File: src/rtl/cadss_bus_arbiter.sv
// Snooping bus core: round-robin arbitration over N caches, one-cycle snoop
// broadcast, latency countdown, then a one-cycle response to the requester.
module cadss_bus_arbiter #(
  parameter int unsigned NUM_PROCS   = 4,
  parameter int unsigned ADDR_W      = 64,
  parameter int unsigned MEM_LATENCY = 10,
  parameter int unsigned C2C_LATENCY = 3,
  parameter int unsigned CNT_W       = 32
) (
  input  logic                          clk,
  input  logic                          rst_l,
  input  logic [NUM_PROCS-1:0]          req_valid,
  input  logic [2*NUM_PROCS-1:0]        req_op,
  input  logic [ADDR_W*NUM_PROCS-1:0]   req_addr,
  output logic [NUM_PROCS-1:0]          req_ready,
  output logic                          snoop_valid,
  output logic [1:0]                    snoop_op,
  output logic [ADDR_W-1:0]             snoop_addr,
  output logic [$clog2(NUM_PROCS)-1:0]  snoop_src,
  input  logic [NUM_PROCS-1:0]          snoop_shared_in,
  input  logic [NUM_PROCS-1:0]          snoop_supply_in,
  output logic [NUM_PROCS-1:0]          resp_valid,
  output logic                          resp_shared,
  output logic                          busy,
  output logic [CNT_W-1:0]              txn_count
);

  localparam int unsigned SRC_W   = $clog2(NUM_PROCS);
  localparam int unsigned MAX_LAT = (MEM_LATENCY > C2C_LATENCY) ? MEM_LATENCY : C2C_LATENCY;
  localparam int unsigned LAT_W   = $clog2(MAX_LAT + 1);
  localparam logic [1:0]  OP_UPGR = 2'd2;

  typedef enum logic [1:0] {S_IDLE, S_SNOOP, S_WAIT, S_RESP} state_t;

  state_t                state, state_nxt;
  logic [SRC_W-1:0]      rr_ptr;
  logic [SRC_W-1:0]      src_q;
  logic [1:0]            op_q;
  logic [ADDR_W-1:0]     addr_q;
  logic                  shared_acc;
  logic [LAT_W-1:0]      cnt;
  logic                  win_found;
  logic [SRC_W-1:0]      win_idx;
  logic [1:0]            win_op;
  logic [ADDR_W-1:0]     win_addr;
  logic                  hs;
  logic [NUM_PROCS-1:0]  own_mask;
  logic [NUM_PROCS-1:0]  shared_masked;
  logic [NUM_PROCS-1:0]  supply_masked;

  // Round-robin winner: first valid requester at or above rr_ptr, with wrap.
  always_comb begin
    win_found = 1'b0;
    win_idx   = '0;
    for (int unsigned i = 0; i < NUM_PROCS; i++) begin
      logic [SRC_W:0] sum;
      sum = {1'b0, rr_ptr} + (SRC_W+1)'(i);
      if (sum >= (SRC_W+1)'(NUM_PROCS)) sum = sum - (SRC_W+1)'(NUM_PROCS);
      if (!win_found && req_valid[sum[SRC_W-1:0]]) begin
        win_found = 1'b1;
        win_idx   = sum[SRC_W-1:0];
      end
    end
  end

  // Select the winner's op and address.
  always_comb begin
    win_op   = '0;
    win_addr = '0;
    for (int unsigned i = 0; i < NUM_PROCS; i++) begin
      if (SRC_W'(i) == win_idx) begin
        win_op   = req_op[2*i +: 2];
        win_addr = req_addr[ADDR_W*i +: ADDR_W];
      end
    end
  end

  // Snoop responses with the requester's own bit removed.
  always_comb begin
    own_mask         = '0;
    own_mask[src_q]  = 1'b1;
    shared_masked    = snoop_shared_in & ~own_mask;
    supply_masked    = snoop_supply_in & ~own_mask;
  end

  // State register.
  always_ff @(posedge clk or negedge rst_l) begin
    if (!rst_l) state <= S_IDLE;
    else        state <= state_nxt;
  end

  // Next-state and grant logic.
  always_comb begin
    state_nxt = state;
    req_ready = '0;
    hs        = 1'b0;
    case (state)
      S_IDLE: begin
        if (win_found) begin
          req_ready[win_idx] = 1'b1;
          hs                 = 1'b1;
          state_nxt          = S_SNOOP;
        end
      end
      S_SNOOP: state_nxt = (op_q == OP_UPGR) ? S_RESP : S_WAIT;
      S_WAIT:  if (cnt == '0) state_nxt = S_RESP;
      S_RESP:  state_nxt = S_IDLE;
      default: state_nxt = S_IDLE;
    endcase
  end

  // Transaction datapath: capture on grant, latch snoop result, count down, count completions.
  always_ff @(posedge clk or negedge rst_l) begin
    if (!rst_l) begin
      rr_ptr     <= '0;
      src_q      <= '0;
      op_q       <= '0;
      addr_q     <= '0;
      shared_acc <= 1'b0;
      cnt        <= '0;
      txn_count  <= '0;
    end else begin
      if (hs) begin
        src_q  <= win_idx;
        op_q   <= win_op;
        addr_q <= win_addr;
        rr_ptr <= (win_idx == SRC_W'(NUM_PROCS - 1)) ? '0 : win_idx + SRC_W'(1);
      end
      if (state == S_SNOOP) begin
        shared_acc <= |shared_masked;
        cnt        <= (|supply_masked) ? LAT_W'(C2C_LATENCY - 1) : LAT_W'(MEM_LATENCY - 1);
      end
      if (state == S_WAIT && cnt != '0) cnt <= cnt - LAT_W'(1);
      if (state == S_RESP) txn_count <= txn_count + CNT_W'(1);
    end
  end

  // Output decode from registered state.
  always_comb begin
    snoop_valid       = (state == S_SNOOP);
    snoop_op          = op_q;
    snoop_addr        = addr_q;
    snoop_src         = src_q;
    resp_valid        = '0;
    if (state == S_RESP) resp_valid[src_q] = 1'b1;
    resp_shared       = (state == S_RESP) & shared_acc;
    busy              = (state != S_IDLE);
  end

endmodule

File: config.mk
export PLATFORM = sky130hd
export DESIGN_NAME = cadss_bus_arbiter
export DESIGN_NICKNAME = d
export VERILOG_FILES = /design/src/rtl/cadss_bus_arbiter.sv
export SDC_FILE = /design/constraint.sdc
export NUM_CORES = 1
export LEC_CHECK = 0
export ABC_AREA = 1
export CAP_MARGIN = 40
export CORE_AREA = 2 2 150 152
export DETAILED_ROUTE_END_ITERATION = 10
export DIE_AREA = 0 0 152 154
export GPL_ROUTABILITY_DRIVEN = 1
export MAX_ROUTING_LAYER = met4
export PLACE_DENSITY = 0.77
export RECOVER_POWER = 25
export SYNTH_ARGS = -nofsm -noshare
export SYNTH_HDL_FRONTEND = slang
export SYNTH_SLANG_ARGS = --single-unit
export TNS_END_PERCENT = 1
File: constraint.sdc
create_clock -name clk -period 2.7 [get_ports clk]
set_input_delay 0.405 -clock clk [delete_from_list [all_inputs] [get_ports clk]]
set_output_delay 0.405 -clock clk [all_outputs]
set_load 0.02 [all_outputs]
# Word level (Yosys, flattened, before mapping)
# Index checks and enable logic that the tools add are counted.
# totals
reg_bits	109
in_bits	278
output_inout_bits	111
word_cells	107
# classes
addsub	10
magnitude_cmp	12
eq_ne	10
mux	45
n_bitwise	4
n_reduce_logical	18
# ops
op	count
two-way mux 64 bit	4
adder 32 x 1 -> 32 bit (second input constant)	1
two-way mux 2 bit	15
two-way mux 4 bit	6
less-than comparator 2 x 3 -> 1 bit (second input constant)	6
two-way mux 1 bit	13
>= comparator 3 bit (second input constant)	3
AND 4 bit	2
binary-select mux 1 bit (select 2 bit)	4
equality test 2 bit (second input constant)	4
case mux 2 bit (4 select lines)	1
OR reduction 4 bit	2
subtractor 2 x 1 -> 2 bit (second input constant)	4
adder 2 x 2 -> 3 bit (second input constant)	2
logical AND 1 bit	6
demux 1 bit (select 2 bit)	2
equality test 2 bit (first input constant)	2
>= comparator 2 x 1 -> 1 bit (second input constant)	2
logical NOT 2 bit	2
logical NOT 4 bit	1
inequality test 2 bit (second input constant)	2
inverter 4 bit	1
nonzero test 2 bit	2
nonzero test 4 bit	1
other kinds (9)	11

# Depth between registers and ports, before layout
# Gate-level depths: netlist of run 1.
# logic_depth
ltp_word	20
mapped_depth	21

# Worst setup path after synthesis of run 1
# No wires, ideal clock.
# synth_timing
path_kind	flip-flop to output port
start	register rr_ptr[0]
end	output port req_ready[1]
t_arrival_ns	2.330
required_time_ns	2.295
path_slack_ns	-0.035
stages_incl_launch_ff	15
cell_sequence	dfrtp_1 > buf_6 > nand2_2 > nand3_2 > nand2_2 > inv_1 > nand3_1 > nand2_1 > a21oi_1 > ha_1 > clkbuf_1 > buf_4 > clkbuf_1 > inv_1 > nor2_1
# synth_between
elab_chain_cells	20
word_cells_on_any_way	44
# synth_lines
item	line_no	text
from (decl)	36	logic [SRC_W-1:0] rr_ptr;
from (signal assigned)	127	rr_ptr <= (win_idx == SRC_W'(NUM_PROCS - 1)) ? '0 : win_idx + SRC_W'(1);
parallel branches: the longest is 13 deep, another holds adder 2 x 1 -> 3 bit	n/a	
two-way mux 2 bit (*)	59	if (!win_found && req_valid[sum[SRC_W-1:0]]) begin
named net win_idx[0]	43	logic [SRC_W-1:0] win_idx;
less-than comparator 2 x 3 -> 1 bit (not written as such) / >= comparator 2 x 1 -> 1 bit (equally long branches)	100	req_ready[win_idx] = 1'b1;
logical AND 1 bit (not written as such)	100	
two-way mux 1 bit (not written as such)	100	
demux 1 bit (select 2 bit) (*)	100	
two-way mux 4 bit (*)	99	if (win_found) begin
two-way mux 4 bit (*)	97	case (state)
to (decl)	15	output logic [NUM_PROCS-1:0] req_ready,
# Mark *: on every way through the listed nets, which the timed path passes. The select of a mux whose other input is x is not followed.

# Worst setup path in the final report of run 1
# layout_timing
start	register rr_ptr[0]
end	output port req_ready[2]
# The elaborated chain is that of the path after synthesis.

==> out/results.ini, run 1 <==
[placement]
hpwl_um = 23500
gp_congestion = 0.941
dpl_cell_area_um2 = 11800
io_buffers = 388
pre_cts_ws_ns = -0.551

[clock_network]
cts_tree = built
cts_buffers = 9
cts-root-buf = clkbuf_16
hold_buffers = 0
cts.sinks = 109
clk_pin_slew_worst_paths_ns = 0.08
htree_num_levels = 3
clkLatencyLatePin_ns = 0.36
ctsLongestPathBuffers = 2

[floorplan]
start_util_pct = 34.6
core_um2 = 21700
die_w_um = 152
die_y_um = 154
rows = 54
dieArea_um2 = 23400
ioPinCount = 389

[worst_setup_path]
cp.required_ns = 2.30
reg2reg_depth = 21
crit_fanout = 6
r2r-end = snoop_op[1]$_DFFE_PN0P_
worstSetupStartpointType = flip-flop
critPathCaptureType = output port
path_class = flip-flop to output port
rrSetupSlack_ns = -0.08
r2r_start = rr_ptr[0]$_DFFE_PN0P_
arrival_ns = 2.42

[sta]
hold_slack_ns = 0.278
drv_slew = 0
skew_ns = 0.0118
worst_slack_ns = -0.123
slew_headroom_pct = 19.1
hold_violations = 0
fin_crit_ns = 2.82
rsz0062_at_grt = yes
tns_ns = -2.38
fin_crit_sh_pct = 105
tightest_slew_ns = 1.21
max_freq_mhz = 354
finalSetupViolations = 64

[detailed_routing]
routed_wl_um = 31700
routed_via_density = 4.96
vias = 8868
drt-initial-drc-count = 431
drc = 0
routedWlPerCell_um = 17.7
drtAntennaViolNets = 0
dr.pass1.iters = 5

[cells_and_area]
syn2layout_area_growth_pct = 70.2
final_nets = 1786
num-fill-cells = 1939
drive_gt1_share_pct = 15.4
final_common_cell = nand2_1
stdcell_area_um2 = 12800
final_cell_mix = nand2_1, clkdlybuf4s50_1, dfrtp_1, nand2_2, o21ai_1

[power]
p_leak_nw = 5.67
vdd_ir_drop_max_v = 0.00114
cellPowerDensity_nw_per_um2 = 1540

[grt]
antenna_found_initial = 6
grt_max_degree = 91
grt_first_pass_wirelength_um = 46800
grt_usage_pct = 26.1
grt_overflow = 0
grt_pass1_vias = 8452

[outcome]
failed_checks = negative setup slack
status = finished, violations left

[yosys]
netlist_area_um2 = 7500
synth_nets = 1385
syn_area_per_cell_um2 = 6.84
synth-edff-count = 0
async_reset_ff_share_pct = 100
synth.distinct_cells = 38
seq_area_frac_synth_pct = 36.4
ys.flop_type = dfrtp_1
yosys_warnings = 0
ys_ff_latch = 109
syn-instance-count = 1097

[run]
maxCapViolCount = 0

[worst_hold_path]
hp-class = input pin to async pin

-- metrics by stage --
step / total power, mW / instances / util, %
after floorplan: 11.1 / 1097 / -
after global placement: 15.5 / 1751 / 54.6
after detailed placement: 15.7 / 1751 / 54.6
after CTS: 18.1 / 1773 / 56.8
after global routing: 21.4 / 1789 / 58.9
final: 19.7 / 1789 / 58.9
-- synthesized netlist by cell type, types with 2 or more instances --
| cell type | n | area (um^2) |
|---|---|---|
| clkbuf_1 | 36 | 135 |
| buf_2 | 12 | 60.1 |
| buf_12 | 8 | 160 |
| xor2_1 | 19 | 166 |
| dfrtp_1 | 109 | 2730 |
| nor3_1 | 11 | 55.1 |
| inv_2 | 4 | 15.0 |
| nand3_2 | 2 | 20.0 |
| nand2_1 | 454 | 1700 |
| o22ai_1 | 2 | 12.5 |
| nor4_1 | 2 | 12.5 |
| buf_4 | 2 | 15.0 |
| a21oi_1 | 67 | 335 |
| ha_1 | 10 | 125 |
| buf_1 | 2 | 7.51 |
| nor2_1 | 40 | 150 |
| xnor2_1 | 8 | 70.1 |
| o21ai_1 | 29 | 145 |
| o21ai_0 | 110 | 551 |
| nor2_2 | 3 | 18.8 |
| a22oi_1 | 2 | 15.0 |
| nand2_2 | 73 | 457 |
| nand2_4 | 5 | 56.3 |
| nand3b_1 | 5 | 37.5 |
| nand4_1 | 10 | 62.6 |
| nand3_1 | 19 | 95.1 |
| inv_1 | 42 | 158 |
-- power breakdown --
group	leakage, nW	switching, mW	internal [mW]
clock network	0.148	0.693	0.744
logic	4.12	8.86	6.66
registers	1.41	0.501	2.25
total	5.67	10.1	9.65
-- sequential cells by signal (all words and copies together), names as in the netlist --
name,flops
snoop_addr,64
txn_count,32
cnt,4
rr_ptr,2
snoop_op,2
snoop_src,2
state,2
shared_acc,1
-- cell type report --
class                           instances  area [um^2]  area share [%]
Antenna cell                            6         15.0           0.118
Tap cell                              280          350            2.74
Inverter                               46          178            1.39
Sequential cell                       109         2730            21.4
Clock buffer                            9          225            1.76
Multi-Input combinational cell        881         4500            35.2
Clock inverter                          7         92.6           0.725
Timing Repair Buffer                  451         4670            36.6
-- worst max-delay path by stage --
| stage | from | to | slack, ns |
|---|---|---|---|
| finish | rr_ptr[0]$_DFFE_PN0P_ | req_ready[2] | -0.12 |
| global route | req_valid[1] | snoop_addr[17]$_DFFE_PN0P_ | -0.26 |
| CTS | rr_ptr[0]$_DFFE_PN0P_ | snoop_addr[23]$_DFFE_PN0P_ | -0.05 |
| detailed placement | req_valid[2] | snoop_addr[62]$_DFFE_PN0P_ | -0.55 |
| global placement | req_valid[1] | req_ready[3] | -0.51 |
| floorplan | rr_ptr[0]$_DFFE_PN0P_ | req_ready[1] | 0.03 |
-- worst max-delay path, stage by stage, from the launching register on --
cell and delay [ns]:
dfrtp_2 0.49, buf_4 0.15, nand2_2 0.08, nand3_4 0.10
nand2_4 0.08, buf_12 0.13, nor3_4 0.23, a21oi_4 0.12
inv_2 0.10, ha_2 0.24, inv_2 0.06, nor2_1 0.11
buf_4 0.17
-- per-layer routing --
layer	vias up	wire (um)	global-route usage, %
met2	393	15300	43.2
met5	-	0	-
met4	0	958	8.99
met3	66	2470	5.98
li1	4327	-	-
met1	4082	13000	31.6
-- cell families (layout without fill, tap and decap cells) --
logic type	after synthesis	count (layout)	share of synthesized area [%]
xor+xnor	27	27	3.15
flops	109	109	36.4
other cells	0	6	0
compound gates	214	214	14.6
fa+ha+maj	10	10	1.67
buf+inv	107	513	7.49
simple gates	630	630	36.7
-- what timing repair did --
action	CTS	global route
setup endpoints to repair	70	70
gates cloned	3	5
gates resized for setup	76	97
pin swaps	5	39
setup buffers	3	6
No activity file was read; power rests on OpenSTA's default activity.
==> run 2, diff against run 1 <==
Settings changed: SKIP_CTS_REPAIR_TIMING set to 1.
==> run 2 against run 1 <==
- first-iteration DRC count is 1.4% higher
- clock skew is 0.0021 ns higher
- die area stayed put
- via count is 0.50% lower
- setup slack better by 0.041 ns
- largest power group unchanged
- sequential power hardly changed
- the run still ends with negative setup slack left
- final cell count is 0.39% lower
- combinational power is 10% lower
- clock power hardly changed
==> out/results.ini, run 2 (synthesis results as in run 1) <==
[outcome]
status = finished, violations left
failed_checks = negative setup slack

[clock_network]
cts_tree = built
cts_buffers = 9
clkLatencyLatePin_ns = 0.36
clk_pin_slew_worst_paths_ns = 0.08
htree_num_levels = 3
ctsLongestPathBuffers = 2
cts.sinks = 109
cts-root-buf = clkbuf_16

[placement]
io_buffers = 388
hpwl_um = 23500
gp_congestion = 0.941

[cells_and_area]
largest_reg_flops = 64
syn2layout_area_growth_pct = 65.6
final_common_cell = nand2_1
num-fill-cells = 1989
post-route-util_pct = 57.3
drive_gt1_share_pct = 13.0
multiInputGateArea_um2 = 4370
ff_latch_area_um2 = 2730
final_cell_mix = nand2_1, clkdlybuf4s50_1, dfrtp_1, o21ai_0, nand2_2
final_nets = 1779

[sta]
rsz0062_at_grt = yes
tightest_slew_ns = 1.21
skew_ns = 0.0139
worst_slack_ns = -0.0821
max_freq_mhz = 359
slew_headroom_pct = 19.2
drv_slew = 0
fin_crit_ns = 2.78
hold_violations = 0
finalSetupViolations = 38
fin_crit_sh_pct = 103

[worst_setup_path]
arrival_ns = 3.08
crit_fanout = 10
path_class = flip-flop to flip-flop
cp.required_ns = 3.00
worstSetupStartpointType = flip-flop
critPathCaptureType = flip-flop

[grt]
grt_max_degree = 91
grt_overflow = 0
grt_usage_pct = 25.5
grt_pass1_vias = 8319
antenna_found_initial = 6
grt_first_pass_wirelength_um = 45800

[detailed_routing]
drt-initial-drc-count = 437
routed_via_density = 4.95
routed_wl_um = 30800
drc = 0
dr.pass1.iters = 7
routedWlPerCell_um = 17.3
drtAntennaViolNets = 0
vias = 8824

[floorplan]
start_util_pct = 34.6
die_w_um = 152
die_y_um = 154
rows = 54
ioPinCount = 389
core_um2 = 21700
dieArea_um2 = 23400

[power]
p_leak_nw = 5.56
vdd_ir_drop_max_v = 0.00109
p_total_mw = 18.1
cellPowerDensity_nw_per_um2 = 1460

[worst_hold_path]
hp-class = input pin to async pin

[run]
maxCapViolCount = 0

run 2: cell count changes in the layout (fill, tap and decap cells not counted), sizes merged:
cell and change:
dlymetal6s2s +2, clkdlybuf4s50 -1, buf -6, clkbuf -2
run 2: stage by stage:
stage,hold WS (ns),setup WS [ns],cells,instance area (um^2),TNS [ns]
2_1_floorplan,0.109,0.0262,1097,7500,0
4_1_cts,0.0772,-0.661,1767,12200,-12.71
5_1_grt,0.382,-0.237,1782,12400,-12.34
6_report,0.274,-0.0821,1782,12400,-1.39
3_3_place_gp,0.466,-0.508,1751,11800,-24.67
3_5_place_dp,0.468,-0.551,1751,11800,-31.25
run 2: critical path: stages, from the launching register on:
cell and delay, ns:
dfrtp_2 0.48, buf_6 0.14, nand2_2 0.08, nand3_4 0.08, nand2_4 0.08, buf_12 0.13, nor2_8 0.11, nand3_1 0.10
nand3_2 0.11, nand2_4 0.08, ha_2 0.18, buf_4 0.15, nor2_4 0.15, buf_6 0.15, clkbuf_16 0.16, nand2_1 0.06
nand2_1 0.05, o21ai_1 0.06, o21ai_0 0.20, nand2_1 0.09, nand2_1 0.07
run 2: routing by layer:
metal | part of all wire, % | up-vias | track usage [%]
met3 | 7.8 | 56 | 6.00
met5 | 0 | - | -
met2 | 48 | 392 | 41.7
met1 | 41 | 4072 | 31.1
li1 | - | 4304 | -
met4 | 2.8 | 0 | 8.37
run 2: cell type report:
type                    instances  share of cell area [%]
inverters                      46                    1.43
repair buffers                444                    35.9
diodes                          6                   0.121
well taps                     280                    2.82
clock inverters                 7                   0.745
clock buffers                   9                    1.81
multi-input cells             881                    35.2
flip-flops and latches        109                    22.0
run 2: final timing paths:
kind | slack (ns) | depth (start not counted) | from | to
setup / recovery | -0.08 | 20 | rr_ptr[0]$_DFFE_PN0P_ | snoop_addr[45]$_DFFE_PN0P_
hold / removal | 0.27 | 1 | rst_l | snoop_addr[63]$_DFFE_PN0P_
setup reg to reg | -0.08 | 20 | rr_ptr[0]$_DFFE_PN0P_ | snoop_addr[45]$_DFFE_PN0P_
hold reg to reg | 0.49 | 2 | snoop_addr[25]$_DFFE_PN0P_ | snoop_addr[25]$_DFFE_PN0P_
max in group asynchronous | 0.61 | 2 | rst_l | snoop_addr[39]$_DFFE_PN0P_
min in group clk | 0.49 | 2 | snoop_addr[25]$_DFFE_PN0P_ | snoop_addr[25]$_DFFE_PN0P_
run 2: power breakdown:
group          internal [mW]  leakage, nW  switching (mW)
Combinational           5.70         4.00            8.23
Clock                  0.744        0.148           0.699
Sequential              2.25         1.41           0.497
Total                   8.69         5.56            9.43
